**config.mk**
```make
export PLATFORM = sky130hd
export DESIGN_NAME = bin_streamer
export DESIGN_NICKNAME = d
export VERILOG_FILES = /design/src/rtl/bin_streamer.sv
export SDC_FILE = /design/constraint.sdc
export NUM_CORES = 1
export LEC_CHECK = 0
export CORE_UTILIZATION = 48
export DETAILED_ROUTE_END_ITERATION = 16
export GPL_TIMING_DRIVEN = 0
export PLACE_DENSITY = 0.78
export SLEW_MARGIN = 20
export SYNTH_ARGS = -nofsm -noshare
export SYNTH_HDL_FRONTEND = slang
export SYNTH_SLANG_ARGS = --single-unit
```
**constraint.sdc**
```tcl
create_clock -name clk -period 3.35 [get_ports clk]
set_input_delay 0.5025 -clock clk [delete_from_list [all_inputs] [get_ports clk]]
set_output_delay 0.5025 -clock clk [all_outputs]
set_load 0.05 [all_outputs]
```
**src/rtl/bin_streamer.sv**
```systemverilog
// Streams one frame of frequency-bin magnitudes from a BRAM to a byte transmitter:
// a header byte, then every bin in order, while tracking the peak bin of the frame.
module bin_streamer #(
  parameter int unsigned       addr_w = 7,
  parameter int unsigned       data_w = 8,
  parameter logic [data_w-1:0] header = data_w'(8'hAA)
) (
  input  logic              clk,
  input  logic              reset_n,
  input  logic              start,
  output logic              r_en,
  output logic [addr_w-1:0] r_addr,
  input  logic [data_w-1:0] d_in,
  output logic [data_w-1:0] tx_data,
  output logic              tx_valid,
  input  logic              tx_ready,
  output logic              busy,
  output logic              done,
  output logic [addr_w-1:0] peak_bin,
  output logic [data_w-1:0] peak_val
);

  localparam logic [addr_w-1:0] LAST_BIN = '1;

  typedef enum logic [2:0] {
    IDLE   = 3'd0,
    HEADER = 3'd1,
    READ   = 3'd2,
    LATCH  = 3'd3,
    SEND   = 3'd4,
    DONE   = 3'd5
  } state_e;

  state_e              state_q, state_d;
  logic [addr_w-1:0]   cnt_q, cnt_d;
  logic                r_en_q, r_en_d;
  logic [addr_w-1:0]   r_addr_q, r_addr_d;
  logic [data_w-1:0]   tx_data_q, tx_data_d;
  logic                tx_valid_q, tx_valid_d;
  logic                busy_q, busy_d;
  logic                done_q, done_d;
  logic [addr_w-1:0]   peak_bin_q, peak_bin_d;
  logic [data_w-1:0]   peak_val_q, peak_val_d;
  logic [addr_w-1:0]   run_bin_q, run_bin_d;
  logic [data_w-1:0]   run_val_q, run_val_d;

  // Registered outputs are computed one cycle ahead from the state transition.
  always_comb begin
    state_d    = state_q;
    cnt_d      = cnt_q;
    r_en_d     = 1'b0;
    r_addr_d   = r_addr_q;
    tx_data_d  = tx_data_q;
    tx_valid_d = tx_valid_q;
    busy_d     = busy_q;
    done_d     = 1'b0;
    peak_bin_d = peak_bin_q;
    peak_val_d = peak_val_q;
    run_bin_d  = run_bin_q;
    run_val_d  = run_val_q;

    case (state_q)
      IDLE: begin
        if (start) begin
          state_d    = HEADER;
          cnt_d      = '0;
          run_bin_d  = '0;
          run_val_d  = '0;
          busy_d     = 1'b1;
          tx_data_d  = header;
          tx_valid_d = 1'b1;
        end
      end
      HEADER: begin
        if (tx_valid_q && tx_ready) begin
          state_d    = READ;
          tx_valid_d = 1'b0;
          r_en_d     = 1'b1;
          r_addr_d   = cnt_q;
        end
      end
      READ: begin
        state_d = LATCH;
      end
      LATCH: begin
        state_d    = SEND;
        tx_data_d  = d_in;
        tx_valid_d = 1'b1;
        // Strict compare so ties keep the lower bin index.
        if (d_in > run_val_q) begin
          run_bin_d = cnt_q;
          run_val_d = d_in;
        end
      end
      SEND: begin
        if (tx_valid_q && tx_ready) begin
          tx_valid_d = 1'b0;
          if (cnt_q == LAST_BIN) begin
            state_d    = DONE;
            done_d     = 1'b1;
            busy_d     = 1'b0;
            peak_bin_d = run_bin_q;
            peak_val_d = run_val_q;
          end else begin
            state_d  = READ;
            cnt_d    = cnt_q + addr_w'(1);
            r_en_d   = 1'b1;
            r_addr_d = cnt_q + addr_w'(1);
          end
        end
      end
      DONE: begin
        state_d = IDLE;
      end
      default: begin
        state_d = IDLE;
      end
    endcase
  end

  always_ff @(posedge clk or negedge reset_n) begin
    if (!reset_n) begin
      state_q    <= IDLE;
      cnt_q      <= '0;
      r_en_q     <= 1'b0;
      r_addr_q   <= '0;
      tx_data_q  <= '0;
      tx_valid_q <= 1'b0;
      busy_q     <= 1'b0;
      done_q     <= 1'b0;
      peak_bin_q <= '0;
      peak_val_q <= '0;
      run_bin_q  <= '0;
      run_val_q  <= '0;
    end else begin
      state_q    <= state_d;
      cnt_q      <= cnt_d;
      r_en_q     <= r_en_d;
      r_addr_q   <= r_addr_d;
      tx_data_q  <= tx_data_d;
      tx_valid_q <= tx_valid_d;
      busy_q     <= busy_d;
      done_q     <= done_d;
      peak_bin_q <= peak_bin_d;
      peak_val_q <= peak_val_d;
      run_bin_q  <= run_bin_d;
      run_val_q  <= run_val_d;
    end
  end

  assign r_en     = r_en_q;
  assign r_addr   = r_addr_q;
  assign tx_data  = tx_data_q;
  assign tx_valid = tx_valid_q;
  assign busy     = busy_q;
  assign done     = done_q;
  assign peak_bin = peak_bin_q;
  assign peak_val = peak_val_q;

endmodule

```
After elaboration in Yosys (flattened, before gate mapping)
Index checks and enable logic that the tools add are counted.
Word-level totals
  bits of input ports: 12
  register bits: 59
  word-level logic and storage cells: 72
  output and inout bits: 34
Cells by class
  multiplexer cells: 31
  add/sub/neg operators: 1
  eq/ne operators: 12
  reduce and logical (&&, ||, !) cells: 15
  $lt $le $gt $ge: 1
Operators by type and width (number)
  $pmux W7 S2: 3
  $mux W7: 5
  $pmux W8 S2: 2
  $mux W8: 3
  $pmux W3 S5: 1
  $mux W3: 4
  $ne A2 B2 Y1 const B: 6
  $reduce_and A3 Y1: 4
  $reduce_and A4 Y1: 3
  $mux W1: 10
  $gt A8 B8 Y1: 1
  $add A7 B1 Y7 const B: 1
  $eq A7 B7 Y1 const B: 1
  $eq A3 B2 Y1 const B: 2
  $reduce_bool A2 Y1: 3
  $pmux W1 S2: 2
  $eq A3 B1 Y1 const B: 1
  $eq A3 B3 Y1 const B: 1
  $logic_not A3 Y1: 1
  $pmux W1 S3: 1
  $reduce_bool A3 Y1: 1
  $ne A2 B1 Y1 const B: 1
  $reduce_and A2 Y1: 1
  $reduce_or A2 Y1: 1
  $logic_and A1 B1 Y1: 1

Logic depth before layout (Yosys ltp)
Gate-level depths: netlist (run 1).
  depth in word-level cells: 4
  gate-level depth with buffers: 8

Worst setup path before layout (run 1)
Ideal clock, no wire load.
  path kind: input -> register
  from: in d_in[7]
  to: reg run_bin_q[0]
  stages on the path: 6
  data arrival time: 1.861 ns
  slack: 1.410 ns
  buffers on the path: 1
  cells stage by stage: ha_1 a41oi_1 o21ai_0 a32oi_2 buf_4 mux2i_1
On the way
  cells in the longest elaborated chain, start to end: 3
Ends and longest elaborated chain
  from (decl): line 13  | input logic [data_w-1:0] d_in,
  $gt A8 B8 Y1: line 90  | if (d_in > run_val_q) begin
  $ne A2 B2 Y1 (no line)
  $reduce_and A3 Y1 (no line)
  to (signal assigned): line 146  | run_bin_q <= run_bin_d;
  to (decl): line 44  | logic [addr_w-1:0] run_bin_q, run_bin_d;
Every way passes these cells.
A chain may end at the register's enable or synchronous reset.

Worst setup path after layout (run 1)
  from: in d_in[7]
  to: reg run_bin_q[3]
Same word-level chain as after synthesis.

==> results of run 1 <==
-- through the flow --
step | setup slack [ns] | TNS, ns | std cells
floorplan | 1.410 | 0 | 255
global placement | -0.04220 | -2.343 | 372
detailed placement | 0.6182 | 0 | 372
CTS | 0.9658 | 0 | 388
global route | 0.8498 | 0 | 388
finish | 0.9973 | 0 | 388
-- layer usage --
layer | vias to the layer above | global-route usage (%) | share of wire [%]
met1 | 1002 | 26.58 | 46
met3 | 9 | 6.588 | 5.0
met4 | 0 | 9.623 | 1.4
met2 | 66 | 33.54 | 47
li1 | 988 | - | -
met5 | - | 0 | 0
-- logic make-up (layout without fill, tap and decap cells) --
group           Yosys count  count (layout)  synth area share (%)
compound gates           52              52                 11.55
xor+xnor                  3               3                0.9552
fa+ha+maj                10              10                 4.548
buf+inv                  32              93                 5.275
flops                    59              59                 53.66
mux                      32              32                 12.51
simple gates             67              67                 11.51
-- cells in the final DEF (no fill, tap or decap), types with 7 or more instances in the layout --
master,Yosys,layout
a21oi_1,18,18
clkbuf_8,0,10
clkdlybuf4s50_1,0,44
dfrtp_1,59,59
ha_1,10,10
inv_1,24,24
mux2_2,19,19
mux2i_1,13,13
nand2_1,28,28
nand3_1,7,7
nor2_1,20,20
o21ai_0,18,18
-- critical path, cell delays in order --
cell	delay (ns)
clkdlybuf4s50_1	0.45
ha_1	0.34
a41oi_1	0.20
o21ai_0	0.15
a32oi_2	0.42
buf_4	0.32
mux2i_1	0.22
-- state kept, by name, indices dropped and copies added, names as in the netlist --
| name | flops |
|---|---|
| peak_val | 8 |
| run_val_q | 8 |
| tx_data | 8 |
| cnt_q | 7 |
| peak_bin | 7 |
| r_addr | 7 |
| run_bin_q | 7 |
| state_q | 3 |
| busy | 1 |
| done | 1 |
| r_en | 1 |
| tx_valid | 1 |
-- power by group through the flow --
stage	registers [µW]	clock network [µW]	logic, µW
2_1_floorplan	1300	0	447
3_3_place_gp	986	0	1100
3_5_place_dp	989	0	1120
4_1_cts	979	648	1130
5_1_grt	998	687	1220
6_report	977	640	1120
-- synthesized netlist by cell type --
| cell type | n | area [µm²] |
|---|---|---|
| a21o_1 | 2 | 15.01 |
| o31ai_1 | 3 | 22.52 |
| mux2i_1 | 13 | 130.1 |
| nand2b_1 | 2 | 12.51 |
| or3_1 | 2 | 12.51 |
| inv_1 | 24 | 90.09 |
| mux2_2 | 19 | 214.0 |
| o21ai_0 | 18 | 90.09 |
| nor2b_1 | 1 | 6.260 |
| and2_1 | 1 | 6.260 |
| ha_1 | 10 | 125.1 |
| a211oi_2 | 1 | 12.51 |
| buf_6 | 2 | 22.52 |
| buf_4 | 1 | 7.510 |
| nand3_1 | 7 | 35.03 |
| a21oi_1 | 18 | 90.09 |
| dfrtp_1 | 59 | 1476 |
| a31oi_1 | 3 | 18.77 |
| a32oi_2 | 1 | 16.27 |
| xnor2_1 | 3 | 26.28 |
| clkinv_4 | 1 | 8.760 |
| nor3_4 | 1 | 16.27 |
| nor2_1 | 20 | 75.07 |
| and4_1 | 1 | 8.760 |
| clkbuf_1 | 3 | 11.26 |
| a41oi_1 | 2 | 17.52 |
| and3_1 | 1 | 6.260 |
| nand3_4 | 1 | 17.52 |
| buf_2 | 1 | 5.000 |
| nand2_1 | 28 | 105.1 |
| and2b_1 | 2 | 15.01 |
| a22o_1 | 4 | 35.03 |
-- layout make-up --
class | count | share of cell area (%)
Tap cell | 72 | 2.586
Timing Repair Buffer | 45 | 12.86
Buffer | 7 | 1.329
Inverter | 25 | 2.838
Multi-Input combinational cell | 164 | 32.44
Sequential cell | 59 | 42.39
Clock inverter | 5 | 1.509
Clock buffer | 11 | 4.059
-- path summary, 6_finish.rpt --
path	endpoint	depth (start not counted)
setup / recovery	run_bin_q[3]	7
hold / removal	tx_data[6]	1
setup reg to reg	r_addr[1]	6
hold reg to reg	tx_data[6]	1
max in group asynchronous	cnt_q[0]	1
min in group clk	tx_data[6]	1
==> results.cfg, run 1 <==
[worst_setup_path]
crit_path_start_kind = input port
rrSetupSlack_ns = 1.06
criticalPathCategory = input port to register
worstReg2RegStart = cnt_q[1]
required_ns = 3.60
cp_max_fo = 10
worst_ep_arrival_time_ns = 2.61
startpoint = d_in[7]
worst_setup_path_end_kind = register

[cts]
clk_latency_ns = 0.33
htreeDepth = 3
cts_tree = built
cts_buffers = 9
root_buffer = clkbuf_8
clockBufferDepth = 2
postCtsSetupRepairBufs = 0
cts_resized = 0
ctsHoldBuffers = 0
cts_sinks = 59
cts.reportedPaths.clkPinSlew_ns = 0.07

[sta]
fmax_mhz = 425.0
period_needed_ns = 2.353
finalHoldViolCount = 0
grt_setup_unrepaired = false
fin_crit_sh_pct = 70.23
fin_skew_ns = 0.003294
maxSlewViolCount = 0
hold_slack_ns = 0.2188
worst_slew_pin_slew_ns = 0.7177
slew_headroom_pct = 52.15
setup_viol = 0

[flow_run]
drv_cap = 0

[power]
power.switching_uw = 1118
combinationalPowerShare_pct = 41.0
share_seq_of_total_power_pct = 35.7
p_per_area_nw_per_um2 = 786.7
ir_drop_uv = 599.0
p_clk_share_pct = 23.4
leakagePower_uw = 0.001651
swShare_pct = 40.81
p_total_uw = 2740
p_int_uw = 1622

[placed_design]
place.detailed.hpwl_mm = 3.886
place.gp.congestion = 0.8119
place_area_um2 = 3289
portBuffers = 45

[floorplan]
die_area_um2 = 6039
start_util_pct = 49.97
die_h_um = 77.71
coreArea_um2 = 5507
dieWidth_um = 77.71
io_pins = 46
row_count = 27

[synth]
syn_avg_cell_area_um2 = 10.79
synth_cell_types = 32
synthesis.nets = 277
yosys_warnings = 0
syn_inst = 255
syn_area_um2 = 2751
synth-seq-cells = 59
seq_area_frac_synth_pct = 53.66

[final_layout]
area.growth.synth_to_final_pct = 26.60
fillers = 451
regArea_um2 = 1476
multi_input_area_um2 = 1130
antenna_cells = 0
fin_area_um2 = 3483
nets = 333
drive_gt1_share_pct = 13.92
post-route-util_pct = 63.26

[global_routing]
grt_pass1_vias = 2087
antenna_found_initial = 0
grt_pass1_wl_mm = 9.680
grt_max_degree = 60
grt_use_total_pct = 21.21
overflow = 0

[routing]
drc = 0
dr.pass1.iters = 4
drt_iter0_markers = 125
wl_per_cell_um = 14.48
routed_wl_mm = 5.617
postRouteAntennaNets = 0
routed_via_density = 5.322
vias = 2065

[hold_path]
min_path_type = input port to async pin

[outcome]
status = completed
Note: power is estimated with default switching activity, not from simulation.
==> run 2, diff against run 1 <==
==> constraint.sdc (replaced) <==
create_clock -name clk -period 2.41 [get_ports clk]
set_input_delay 0.3615 -clock clk [delete_from_list [all_inputs] [get_ports clk]]
set_output_delay 0.3615 -clock clk [all_outputs]
set_load 0.05 [all_outputs]
==> run 2 against run 1 <==
Wire length increased by 1.0%; register-to-register slack got worse by 0.90 ns; die area did not move; first-iteration DRC count increased by 8.8%; utilization is 0.14 points higher; final cell count grew 0.26%; non-clock buffer count up 1; worst hold slack lost 0.14 ns; final area is 0.22% higher; critical endpoint is now peak_val[5]; setup slack lost 0.84 ns.
==> results.cfg, run 2 (same netlist as run 1, synthesis figures left out) <==
[worst_setup_path]
rrSetupSlack_ns = 0.16
crit_chain = ha_1 > nand3_1 > nor3_4 > buf_6 > mux2_2
r2r_cells = 5
worst_setup_path_end_kind = register
cp_max_fo = 10
required_ns = 2.63
worst_ep_arrival_time_ns = 2.47
criticalPathCategory = register to register
critPathSlowestCell = nor3_4
regToRegEndpoint = peak_val[5]
worstReg2RegStart = cnt_q[1]
cpPeakStageDelay_ns = 0.54
crit_path_start_kind = register

[global_routing]
overflow = 0
grt_use_total_pct = 21.21
antenna_found_initial = 0
grt_pass1_wl_mm = 9.680
grt_pass1_vias = 2087
grt_max_degree = 60

[final_layout]
finalNonFillerCells = 389
layout_commonest_cell = dfrtp_1
nets = 334
fillers = 452
drive_gt1_share_pct = 14.20
area.growth.synth_to_final_pct = 26.88
antenna_cells = 0
final_cell_mix = dfrtp_1, clkdlybuf4s50_1, nand2_1, inv_1, nor2_1
fin_area_um2 = 3491

[cts]
cts_buffers = 9
htreeDepth = 3
clk_latency_ns = 0.33
root_buffer = clkbuf_8
cts.reportedPaths.clkPinSlew_ns = 0.07
ctsHoldBuffers = 0
clockBufferDepth = 2
cts_sinks = 59
cts_tree = built

[floorplan]
die_h_um = 77.71
row_count = 27
io_pins = 46
start_util_pct = 49.97
die_area_um2 = 6039
dieWidth_um = 77.71
coreArea_um2 = 5507

[power]
ir_drop_uv = 833.2
leakagePower_uw = 0.001657
p_per_area_nw_per_um2 = 1094
p_total_uw = 3819

[placed_design]
place.gp.congestion = 0.8119
portBuffers = 45
pre_cts_slack_ns = -0.1808
dp.cells = 372
place_area_um2 = 3289
place.detailed.hpwl_mm = 3.886

[sta]
finalHoldViolCount = 0
setup_viol = 0
maxSlewViolCount = 0
fin_tns_setup_ns = 0
period_needed_ns = 2.248
fin_crit_sh_pct = 93.30
grt_setup_unrepaired = false
fmax_mhz = 444.8
fin_skew_ns = 0.002959
setup_slack_ns = 0.1616
worst_slew_pin_slew_ns = 0.7182
slew_headroom_pct = 52.12

[flow_run]
drv_cap = 0

[routing]
vias = 2096
drc = 0
drt_iter0_markers = 136
routed_wl_mm = 5.673
wl_per_cell_um = 14.58
routed_via_density = 5.388
postRouteAntennaNets = 0
dr.pass1.iters = 4

[outcome]
status = completed

[hold_path]
min_path_type = input port to async pin
run 2: cell count changes in the layout (fill, tap and decap cells not counted):
cell   before  now
buf_4       2    3
run 2: how the worst max path moves through the flow:
stage | endpoint | slack (ns) | startpoint | cells after the start
final | peak_val[5] | 0.16 | cnt_q[1] | 5
after global routing | peak_val[6] | 0.006 | cnt_q[1] | 5
after CTS | r_addr[6] | 0.08 | cnt_q[1] | 7
after detailed placement | run_bin_q[3] | -0.18 | d_in[7] | 7
after global placement | r_addr[0] | -0.84 | reset_n | 1
after floorplan | peak_bin[0] | 0.53 | state_q[0] | 8
run 2: cell type report:
class | instances | area [µm²] | share of cell area [%]
Inverter | 25 | 98.84 | 2.832
Clock buffer | 11 | 141.4 | 4.050
Buffer | 7 | 46.29 | 1.326
Sequential cell | 59 | 1476 | 42.29
Multi-Input combinational cell | 164 | 1130 | 32.37
Tap cell | 72 | 90.09 | 2.581
Clock inverter | 5 | 52.55 | 1.505
Timing Repair Buffer | 46 | 455.4 | 13.05
run 2: per-stage QoR:
step                hold WS, ns  util, %
floorplan               0.06591        -
global route             0.1342    63.39
detailed placement       0.4692    59.74
finish                  0.07820    63.39
CTS                      0.1080    63.26
global placement         0.4702    59.78
run 2: routing by layer:
layer  up-vias  GRT usage [%]  part of all wire (%)
met3        14          6.588                   5.5
met5         -              0                     0
li1        988              -                     -
met4         0          9.623                   2.2
met2        73          33.54                    47
met1      1021          26.58                    45
run 2: what timing repair did:
action                     4_1_cts  5_1_grt
resized for setup                0        0
setup buffers                    0        1
setup endpoints to repair        0        6
run 2: power breakdown:
| part | switching (µW) | internal [µW] |
|---|---|---|
| Clock | 388 | 500 |
| Sequential | 150 | 1210 |
| Combinational | 1020 | 552 |
run 2: worst max-delay path, delay by kind of cell (launching register included):
family	cells	cell delay, ns
adder cells (fa/ha/maj)	1	0.26
multiplexers	1	0.34
flip-flops	1	0.45
buffers and inverters	1	0.22
AND/OR/NAND/NOR	2	0.86
